--- src/rtl/ex_mem_stage_if.sv ---
// EX -> EX/MEM bundle: instruction fields from EX, kill/stall, and the EX/MEM register outputs.
// Latency: none (wires only).
// Backpressure: mem_ready from the memory stage, ex_stall back to EX.
//
// Port summary:
//   ex_valid, ex_aluop[4:0], ex_result[31:0], ex_store_data[31:0], ex_rd[4:0],
//   ex_regwrite, ex_memread, ex_memwrite, ex_funct3[2:0], kill  : EX -> stage
//   ex_stall                                                    : stage -> EX
//   mem_ready                                                   : MEM -> stage
//   mem_valid, mem_result, mem_store_data, mem_rd, mem_regwrite,
//   mem_memread, mem_memwrite, mem_funct3, mem_illegal          : stage -> MEM
// The stage uses the slave modport; the surrounding pipeline uses master.
interface ex_mem_stage_if;
  logic        ex_valid;
  logic [4:0]  ex_aluop;
  logic [31:0] ex_result;
  logic [31:0] ex_store_data;
  logic [4:0]  ex_rd;
  logic        ex_regwrite;
  logic        ex_memread;
  logic        ex_memwrite;
  logic [2:0]  ex_funct3;
  logic        kill;
  logic        ex_stall;
  logic        mem_ready;
  logic        mem_valid;
  logic [31:0] mem_result;
  logic [31:0] mem_store_data;
  logic [4:0]  mem_rd;
  logic        mem_regwrite;
  logic        mem_memread;
  logic        mem_memwrite;
  logic [2:0]  mem_funct3;
  logic        mem_illegal;

  modport master (
    output ex_valid, ex_aluop, ex_result, ex_store_data, ex_rd,
           ex_regwrite, ex_memread, ex_memwrite, ex_funct3, kill, mem_ready,
    input  ex_stall, mem_valid, mem_result, mem_store_data, mem_rd,
           mem_regwrite, mem_memread, mem_memwrite, mem_funct3, mem_illegal
  );

  modport slave (
    input  ex_valid, ex_aluop, ex_result, ex_store_data, ex_rd,
           ex_regwrite, ex_memread, ex_memwrite, ex_funct3, kill, mem_ready,
    output ex_stall, mem_valid, mem_result, mem_store_data, mem_rd,
           mem_regwrite, mem_memread, mem_memwrite, mem_funct3, mem_illegal
  );
endinterface

--- src/rtl/ex_mem_stage.sv ---
// EX/MEM pipeline register; waits out pipelined mul/div latency before capturing.
// Latency: 1 cycle for single-cycle ops; LAT+1 cycles for mul/div (MULDIV_EN).
// Backpressure: holds EX via ex_stall while the EX/MEM register is full and mem_ready is low.
//
// Ports: ACLK (clock, rising edge), RESET (synchronous, active-low),
//        bus (ex_mem_stage_if.slave: EX inputs, kill, ex_stall, mem_ready, mem_* outputs).
// Build option: MULDIV_EN defined -> aluop 10..17 tracked for MUL_LAT/DIV_LAT cycles.
//               MULDIV_EN undefined -> aluop 10..17 captured at once, flagged mem_illegal
//               with mem_regwrite suppressed; MUL_LAT/DIV_LAT unused.
module ex_mem_stage #(
  parameter int MUL_LAT = 2,
  parameter int DIV_LAT = 8
) (
  input logic           ACLK,
  input logic           RESET,
  ex_mem_stage_if.slave bus
);

  logic is_mul;
  logic is_div;
  logic is_long;
  logic free;
  logic capture;
  logic cap_illegal;

  assign is_mul  = (bus.ex_aluop >= 5'd10) && (bus.ex_aluop <= 5'd13);
  assign is_div  = (bus.ex_aluop >= 5'd14) && (bus.ex_aluop <= 5'd17);
  assign is_long = is_mul || is_div;
  assign free    = !bus.mem_valid || bus.mem_ready;

`ifdef MULDIV_EN
  localparam int MAX_LAT = (MUL_LAT > DIV_LAT) ? MUL_LAT : DIV_LAT;
  localparam int CW      = $clog2(MAX_LAT + 1);

  typedef enum logic {IDLE, BUSY} state_t;

  state_t        state;
  state_t        state_nxt;
  logic [CW-1:0] cnt;
  logic [CW-1:0] cnt_nxt;
  logic [CW-1:0] lat;
  logic          done;
  logic          go;

  assign lat  = is_div ? CW'(DIV_LAT) : CW'(MUL_LAT);
  // The IDLE arrival cycle is never done, so a long op always stalls at least once.
  assign done = (state == BUSY) && (cnt == lat);

  always_ff @(posedge ACLK) begin
    if (!RESET) begin
      state <= IDLE;
      cnt   <= '0;
    end else begin
      state <= state_nxt;
      cnt   <= cnt_nxt;
    end
  end

  always_comb begin
    state_nxt = state;
    cnt_nxt   = cnt;
    if (!bus.ex_valid || bus.kill) begin
      // Killed or abandoned: drop any in-flight long op.
      state_nxt = IDLE;
      cnt_nxt   = '0;
    end else begin
      case (state)
        IDLE: begin
          if (is_long) begin
            state_nxt = BUSY;
            cnt_nxt   = CW'(1);
          end
        end
        BUSY: begin
          if (!is_long || (done && free)) begin
            state_nxt = IDLE;
            cnt_nxt   = '0;
          end else if (!done) begin
            cnt_nxt = cnt + 1'b1;
          end
          // done && !free: cnt saturates at the latency until the register drains.
        end
        default: begin
          state_nxt = IDLE;
          cnt_nxt   = '0;
        end
      endcase
    end
  end

  always_comb begin
    go           = bus.ex_valid && !bus.kill && RESET;
    bus.ex_stall = go && ((is_long && !done) || !free);
    capture      = go && free && (!is_long || done);
    cap_illegal  = 1'b0;
  end
`else
  assign bus.ex_stall = RESET && bus.ex_valid && !bus.kill && !free;
  assign capture      = RESET && bus.ex_valid && !bus.kill && free;
  // No mul/div hardware: such ops pass through flagged and must not write rd.
  assign cap_illegal  = is_long;
`endif

  always_ff @(posedge ACLK) begin
    if (!RESET) begin
      bus.mem_valid      <= 1'b0;
      bus.mem_result     <= '0;
      bus.mem_store_data <= '0;
      bus.mem_rd         <= '0;
      bus.mem_regwrite   <= 1'b0;
      bus.mem_memread    <= 1'b0;
      bus.mem_memwrite   <= 1'b0;
      bus.mem_funct3     <= '0;
      bus.mem_illegal    <= 1'b0;
    end else if (capture) begin
      bus.mem_valid      <= 1'b1;
      bus.mem_result     <= bus.ex_result;
      bus.mem_store_data <= bus.ex_store_data;
      bus.mem_rd         <= bus.ex_rd;
      bus.mem_regwrite   <= bus.ex_regwrite && !cap_illegal;
      bus.mem_memread    <= bus.ex_memread;
      bus.mem_memwrite   <= bus.ex_memwrite;
      bus.mem_funct3     <= bus.ex_funct3;
      bus.mem_illegal    <= cap_illegal;
    end else if (bus.mem_valid && bus.mem_ready) begin
      // Drained with nothing new: data fields keep their last values.
      bus.mem_valid <= 1'b0;
    end
  end

endmodule

--- src/flat_wrapper.sv ---
// flat-port wrapper written by rule: the top's interface ports become plain ports
module ex_mem_stage_flat 
#(
  parameter int MUL_LAT = 2,
  parameter int DIV_LAT = 8
)
  (ACLK, RESET, bus_ex_valid, bus_ex_aluop, bus_ex_result, bus_ex_store_data, bus_ex_rd, bus_ex_regwrite, bus_ex_memread, bus_ex_memwrite, bus_ex_funct3, bus_kill, bus_mem_ready, bus_ex_stall, bus_mem_valid, bus_mem_result, bus_mem_store_data, bus_mem_rd, bus_mem_regwrite, bus_mem_memread, bus_mem_memwrite, bus_mem_funct3, bus_mem_illegal);
  ex_mem_stage_if bus_i ();
  input logic ACLK;
  input logic RESET;
  input wire logic [$bits(bus_i.ex_valid)-1:0] bus_ex_valid;
  input wire logic [$bits(bus_i.ex_aluop)-1:0] bus_ex_aluop;
  input wire logic [$bits(bus_i.ex_result)-1:0] bus_ex_result;
  input wire logic [$bits(bus_i.ex_store_data)-1:0] bus_ex_store_data;
  input wire logic [$bits(bus_i.ex_rd)-1:0] bus_ex_rd;
  input wire logic [$bits(bus_i.ex_regwrite)-1:0] bus_ex_regwrite;
  input wire logic [$bits(bus_i.ex_memread)-1:0] bus_ex_memread;
  input wire logic [$bits(bus_i.ex_memwrite)-1:0] bus_ex_memwrite;
  input wire logic [$bits(bus_i.ex_funct3)-1:0] bus_ex_funct3;
  input wire logic [$bits(bus_i.kill)-1:0] bus_kill;
  input wire logic [$bits(bus_i.mem_ready)-1:0] bus_mem_ready;
  output wire logic [$bits(bus_i.ex_stall)-1:0] bus_ex_stall;
  output wire logic [$bits(bus_i.mem_valid)-1:0] bus_mem_valid;
  output wire logic [$bits(bus_i.mem_result)-1:0] bus_mem_result;
  output wire logic [$bits(bus_i.mem_store_data)-1:0] bus_mem_store_data;
  output wire logic [$bits(bus_i.mem_rd)-1:0] bus_mem_rd;
  output wire logic [$bits(bus_i.mem_regwrite)-1:0] bus_mem_regwrite;
  output wire logic [$bits(bus_i.mem_memread)-1:0] bus_mem_memread;
  output wire logic [$bits(bus_i.mem_memwrite)-1:0] bus_mem_memwrite;
  output wire logic [$bits(bus_i.mem_funct3)-1:0] bus_mem_funct3;
  output wire logic [$bits(bus_i.mem_illegal)-1:0] bus_mem_illegal;
  assign bus_i.ex_valid = bus_ex_valid;
  assign bus_i.ex_aluop = bus_ex_aluop;
  assign bus_i.ex_result = bus_ex_result;
  assign bus_i.ex_store_data = bus_ex_store_data;
  assign bus_i.ex_rd = bus_ex_rd;
  assign bus_i.ex_regwrite = bus_ex_regwrite;
  assign bus_i.ex_memread = bus_ex_memread;
  assign bus_i.ex_memwrite = bus_ex_memwrite;
  assign bus_i.ex_funct3 = bus_ex_funct3;
  assign bus_i.kill = bus_kill;
  assign bus_i.mem_ready = bus_mem_ready;
  assign bus_ex_stall = bus_i.ex_stall;
  assign bus_mem_valid = bus_i.mem_valid;
  assign bus_mem_result = bus_i.mem_result;
  assign bus_mem_store_data = bus_i.mem_store_data;
  assign bus_mem_rd = bus_i.mem_rd;
  assign bus_mem_regwrite = bus_i.mem_regwrite;
  assign bus_mem_memread = bus_i.mem_memread;
  assign bus_mem_memwrite = bus_i.mem_memwrite;
  assign bus_mem_funct3 = bus_i.mem_funct3;
  assign bus_mem_illegal = bus_i.mem_illegal;
  ex_mem_stage #(.MUL_LAT(MUL_LAT), .DIV_LAT(DIV_LAT)) u_core (.ACLK(ACLK), .RESET(RESET), .bus(bus_i));
endmodule
--- config.mk ---
export PLATFORM = sky130hd
export DESIGN_NAME = ex_mem_stage_flat
export DESIGN_NICKNAME = d
export VERILOG_FILES = /design/src/rtl/ex_mem_stage_if.sv /design/src/rtl/ex_mem_stage.sv /design/src/flat_wrapper.sv
export SDC_FILE = /design/constraint.sdc
export NUM_CORES = 1
export LEC_CHECK = 0
export BUFFER_PORTS_ARGS = -buffer_cell sky130_fd_sc_hd__buf_2
export CAP_MARGIN = 20
export CORE_AREA = 2 2 86 88
export CTS_BUF_LIST = sky130_fd_sc_hd__clkbuf_4
export DETAILED_ROUTE_END_ITERATION = 8
export DIE_AREA = 0 0 88 90
export GPL_TIMING_DRIVEN = 0
export PLACE_DENSITY = 0.81
export RECOVER_POWER = 50
export SLEW_MARGIN = 20
export SYNTH_ARGS = -nofsm -noshare
export SYNTH_HDL_FRONTEND = slang
export SYNTH_SLANG_ARGS = --single-unit
--- constraint.sdc ---
create_clock -name ACLK -period 1.75 [get_ports ACLK]
set_clock_uncertainty 0.1 [all_clocks]
set_input_delay 0.4375 -clock ACLK [delete_from_list [all_inputs] [get_ports ACLK]]
set_output_delay 0.4375 -clock ACLK [all_outputs]
set_load 0.01 [all_outputs]
==> results of run 1 <==
power breakdown:
group | switching (mW) | internal [mW] | total [mW]
sequential | 0.0486 | 1.85 | 1.90
combinational | 0.238 | 0.233 | 0.471
clock | 0.611 | 0.572 | 1.18
registers in the layout (all words and copies together) (netlist names):
name,count
u_core.bus.mem_rd,5
u_core.bus.mem_illegal,1
u_core.bus.mem_store_data,32
u_core.bus.mem_memwrite,1
u_core.bus.mem_regwrite,1
u_core.bus.mem_memread,1
u_core.bus.mem_result,32
u_core.bus.mem_valid,1
u_core.bus.mem_funct3,3
cells by family (layout without fill, tap and decap cells):
group,Yosys count,after routing
and+or+nand+nor,82,82
buffers and inverters,93,269
DFF,77,77
muxes,75,75
AOI/OAI and AO/OA,5,5
through the flow:
step           setup WS, ps  power [mW]  cell area (sq um)
2_1_floorplan           278        2.19               3100
3_3_place_gp           93.9        2.40               4020
3_5_place_dp           16.4        2.42               4020
4_1_cts                68.4        3.62               4180
5_1_grt                16.3        3.74               4150
6_report                129        3.55               4150
routing by layer:
metal	wire, microns	global-route usage, %	part of all wire, %
met5	0	0	0
met4	104	6.92	1.5
met3	574	5.23	8.2
met2	3450	31.8	49
met1	2870	19.1	41
worst min-delay path by stage:
stage | cells past startpoint | startpoint | to
finish | 3 | bus_ex_result[30] | u_core.bus.mem_result[30]$_SDFFE_PN0P_
global route | 3 | bus_ex_store_data[18] | u_core.bus.mem_store_data[18]$_SDFFE_PN0P_
CTS | 3 | bus_ex_store_data[5] | u_core.bus.mem_store_data[5]$_SDFFE_PN0P_
detailed placement | 2 | u_core.bus.mem_result[30]$_SDFFE_PN0P_ | u_core.bus.mem_result[30]$_SDFFE_PN0P_
global placement | 2 | u_core.bus.mem_store_data[7]$_SDFFE_PN0P_ | u_core.bus.mem_store_data[7]$_SDFFE_PN0P_
floorplan | 2 | u_core.bus.mem_funct3[0]$_SDFFE_PN0P_ | u_core.bus.mem_funct3[0]$_SDFFE_PN0P_
layout by cell type (no fill, tap or decap):
| cell | instances |
|---|---|
| buf_2 | 158 |
| nand2_1 | 77 |
| dfxtp_1 | 77 |
| inv_1 | 75 |
| mux2i_1 | 75 |
| clkbuf_1 | 11 |
| clkbuf_4 | 9 |
| buf_8 | 4 |
| clkbuf_2 | 3 |
| clkinv_2 | 2 |
| bufinv_16 | 2 |
| nand2b_2 | 1 |
| buf_4 | 1 |
| nand3b_2 | 1 |
| nor2_1 | 1 |
| nor2b_1 | 1 |
| buf_12 | 1 |
| nand2b_1 | 1 |
| o21ai_0 | 1 |
| o32a_1 | 1 |
| a31oi_1 | 1 |
| a31o_2 | 1 |
| a21boi_0 | 1 |
| clkinvlp_4 | 1 |
| clkinv_1 | 1 |
| clkinv_4 | 1 |
area by class of cell:
type	count	area, sq um
fill	647	2870
sequential	77	1540
multi-input combinational	162	1110
timing repair buffer	160	797
inverter	75	282
buffer	18	138
tap	99	124
clock inverter	7	90.1
clock buffer	9	67.6
worst register-to-register path, cell delays in order (launching register included):
cell      delay, ps
dfxtp_1         340
nand2b_2         90
nor2b_1         130
clkbuf_1        230
clkbuf_2        360
mux2i_1         250
==> flow_metrics.tcl, run 1 <==
set metrics [dict create \
    status "finished clean" \
    nNetsFinal 588 \
    finalNonFillerCells 607 \
    overflow 0 \
    power_density_mw_per_mm2 856 \
    synth-simple-area-share_pct 10.7 \
    insertion_delay_ps 400 \
    synthMuxAreaShare_pct 24.2 \
    post_drt_wl_per_cell_microns 11.5 \
    start_util_pct 44.1 \
    synth_top_area_cell "dfxtp_1" \
    setup_violations 0 \
    worst_path_max_delay_cell "dfxtp_1" \
    hp-class "in2reg" \
    endpoint "bus_ex_stall" \
    die_height_microns 90 \
    cp-startpoint "u_core.bus.mem_valid$_SDFFE_PN0P_" \
    syn_avg_cell_area_sq_um 9.33 \
    initialDrtViolationCount 69 \
    antenna_found_initial 0 \
    post_cts_buffers 0 \
    n_antenna_cell 0 \
    synth_fa_ha_area_share_pct 0 \
    yosysSeqAreaShare_pct 49.8 \
    post-route-period-util_pct 92.6 \
    r2r_slack_ps 180 \
    final_core_util_pct 59.2 \
    antenna_left 0 \
    dieArea_sq_mm 0.00792 \
    r2r_cells 5 \
    route.detailed.drc 0 \
    synth_compound_area_share_pct 1.21 \
    synthFlopType "dfxtp_1" \
    wirelength_microns 7000 \
    ctsRootBufferMaster "clkbuf_4" \
    synth_top_area_share_pct 49.8 \
    core_area_sq_mm 0.00702 \
    holdBufCountCts 0 \
    crit_buf_inv 1 \
    r2r_end "u_core.bus.mem_result[6]$_SDFFE_PN0P_" \
    synth_edf_count 0 \
    drv_cap 0 \
    htree_levels 3 \
    crit_arrival_ps 1080 \
    vias_per_cell 4.34 \
    p_leak_nw 2.23 \
    setup_tns_ps 0 \
    synth_fp_nets 417 \
    grt_pass1_wl_microns 11300 \
    ys_seq_elements 77 \
    r2r_start "u_core.bus.mem_valid$_SDFFE_PN0P_" \
    synth.area.top_cells "dfxtp_1, mux2i_1, nand2_1" \
    gp_congestion 0.745 \
    rows 31 \
    critPathTopFamily "flip-flops" \
    cts.path.max_buffers 2 \
    synthCells 332 \
    grt_start_max_net_pins 14 \
    die_w_microns 88 \
    cp_num_cells 3 \
    clock_sinks 77 \
    vias 2637 \
    path_max_fanout 4 \
    numCtsBuffers 9 \
    start_kind "register" \
    slew_headroom_pct 70.9 \
    synth_top_family_by_area "multiplexers" \
    ir_worst_vdd_uv 399 \
    dp.cells 591 \
    ys_async_sr_fraction_pct 0 \
    cts_tree "yes" \
    port_buffers 160 \
    synth_commonest_cells "dfxtp_1, nand2_1, inv_1, mux2i_1, clkbuf_1" \
    layout-drive-gt1-share_pct 36.4 \
    synthXorXnorAreaFrac_pct 0 \
    cts_resized 0 \
    yosys.cell_types.count 20 \
    io_pins 163 \
    clkTransAtPathRegs_ps 130 \
    grt_usage_pct 17.8 \
    dr.pass1.iters 4 \
    path_cells "nand2b_2, nor2_1, buf_2" \
    hpwl_microns 5500 \
    cpPeakStageDelay_ps 360 \
    critical_path_required_ps 1210 \
    worst_pin_slew_ps 437 \
    ys_warn_count 0 \
    rsz0062_at_grt "no" \
    grt_pass1_vias 2628 \
    fmax_mhz 617 \
    worstSetupPathType "reg2out" \
    areaGrowthSynthToFinish_pct 34.1 \
    whs_ps 142 \
    hold_viol_final 0 \
    period_minus_slack_ps 1620 \
    drv_slew 0 \
    netlist_area_sq_mm 0.00310 \
    end_kind "output port" \
]
(Power assumes the default switching activity.)
==> run 2: changes to the inputs <==
==> constraint.sdc (replaced) <==
create_clock -name ACLK -period 1.75 [get_ports ACLK]
set_clock_uncertainty 0.1 [all_clocks]
set_input_delay 0.35 -clock ACLK [delete_from_list [all_inputs] [get_ports ACLK]]
set_output_delay 0.35 -clock ACLK [all_outputs]
set_load 0.01 [all_outputs]
==> run 2 against run 1 <==
Fmax increased by 5.3%. Register-to-register slack improved by 30 ps. Core utilization is 0.52 points lower. Via count down 0.23%. Critical path depth up 3. Highest routed layer unchanged. Design area shrank 0.87%. Global-route usage did not move. Non-clock buffer count is the same. Largest cell class unchanged. Largest power group unchanged.
==> flow_metrics.tcl, run 2 (synthesis results as in run 1) <==
set metrics [dict create \
    wirelength_microns 7030 \
    io_pins 163 \
    setup_violations 0 \
    crit_arrival_ps 1770 \
    wl_met2_microns 3460 \
    start_kind "register" \
    hp-class "in2reg" \
    hold_viol_final 0 \
    grt_usage_pct 17.8 \
    layout-drive-gt1-share_pct 29.5 \
    areaGrowthSynthToFinish_pct 32.9 \
    ctsRootBufferMaster "clkbuf_4" \
    rsz0062_at_grt "no" \
    post_cts_buffers 0 \
    top_regs "u_core.bus.mem_result (32), u_core.bus.mem_store_data (32), u_core.bus.mem_rd (5)" \
    rows 31 \
    antenna_found_initial 0 \
    final_cell_mix "buf_2, nand2_1, dfxtp_1" \
    insertion_delay_ps 400 \
    power_density_mw_per_mm2 861 \
    gp_congestion 0.745 \
    wl_met3_microns 558 \
    cts.path.max_buffers 2 \
    path_cells "nand2b_2, nor2b_1, clkbuf_1, buf_12, buf_8, mux2i_1" \
    cts_tree "yes" \
    clock_sinks 77 \
    worst_path_max_delay_cell "dfxtp_1" \
    fmax_mhz 650 \
    p_leak_nw 2.09 \
    critical_path_required_ps 1980 \
    start_util_pct 44.1 \
    placed_cell_area_sq_mm 0.00402 \
    ir_worst_vdd_uv 396 \
    vias_per_cell 4.33 \
    cts_resized 0 \
    dr.pass1.iters 4 \
    dieArea_sq_mm 0.00792 \
    hpwl_microns 5500 \
    status "finished clean" \
    clkTransAtPathRegs_ps 130 \
    setup_tns_ps 0 \
    vias 2631 \
    initialDrtViolationCount 68 \
    dr.max_layer_used "met4" \
    grt_pass1_vias 2628 \
    port_buffers 160 \
    end_kind "register" \
    numCtsBuffers 9 \
    post-route-period-util_pct 87.9 \
    met1_length_microns 2900 \
    slew_headroom_pct 70.6 \
    post_drt_wl_per_cell_microns 11.6 \
    n_antenna_cell 0 \
    final_common_cell "buf_2" \
    overflow 0 \
    holdBufCountCts 0 \
    grt_pass1_wl_microns 11300 \
    cpPeakStageDelay_ps 340 \
    core_area_sq_mm 0.00702 \
    worstSetupPathType "reg2reg" \
    htree_levels 3 \
    period_minus_slack_ps 1540 \
    antenna_left 0 \
    nNetsFinal 588 \
    grt_start_max_net_pins 14 \
    die_w_microns 88 \
    worst_pin_slew_ps 440 \
    drv_cap 0 \
    path_max_fanout 10 \
    die_height_microns 90 \
    fin_area_sq_mm 0.00412 \
    route.detailed.drc 0 \
    drv_slew 0 \
]
run 2: cell type report:
cell class              instances  area (sq um)
clock buffers                   9          67.6
multi-input cells             162          1110
repair buffers                160           753
flip-flops and latches         77          1540
well taps                      99           124
fillers                       667          2900
inverters                      75           282
clock inverters                 7          90.1
plain buffers                  18           145
run 2: worst paths after layout:
kind	from	to	slack (ps)	depth (start not counted)
min	bus_ex_result[30]	u_core.bus.mem_result[30]$_SDFFE_PN0P_	50	3
min reg2reg	u_core.bus.mem_result[20]$_SDFFE_PN0P_	u_core.bus.mem_result[20]$_SDFFE_PN0P_	360	2
max reg2reg	u_core.bus.mem_valid$_SDFFE_PN0P_	u_core.bus.mem_store_data[17]$_SDFFE_PN0P_	210	6
max	u_core.bus.mem_valid$_SDFFE_PN0P_	u_core.bus.mem_store_data[17]$_SDFFE_PN0P_	210	6
run 2: critical path, delay by kind of cell (launching register included):
| kind | cells | cell delay [ps] |
|---|---|---|
| buf+inv | 3 | 590 |
| flops | 1 | 340 |
| simple gates | 2 | 220 |
| mux | 1 | 220 |
run 2: metrics by stage:
stage	util [%]	total power [mW]	instances	hold WS (ps)	setup slack, ps
6_report	58.6	3.55	607	54.0	211
5_1_grt	58.6	3.73	607	32.6	61.9
4_1_cts	59.5	3.62	607	27.2	156
3_5_place_dp	57.3	2.42	591	345	104
3_3_place_gp	57.3	2.40	591	339	181
2_1_floorplan	-	2.19	332	379	366
run 2: power breakdown:
| part | switching (mW) | internal [mW] | total, mW |
|---|---|---|---|
| logic | 0.239 | 0.222 | 0.461 |
| clock network | 0.610 | 0.572 | 1.18 |
| registers | 0.0503 | 1.85 | 1.90 |
run 2: per-layer routing:
layer  GRT usage, %  up-vias
met5              0        -
met4           6.92        0
met3           5.23       10
met2           31.8       95
met1           19.1     1179
li1               -     1347
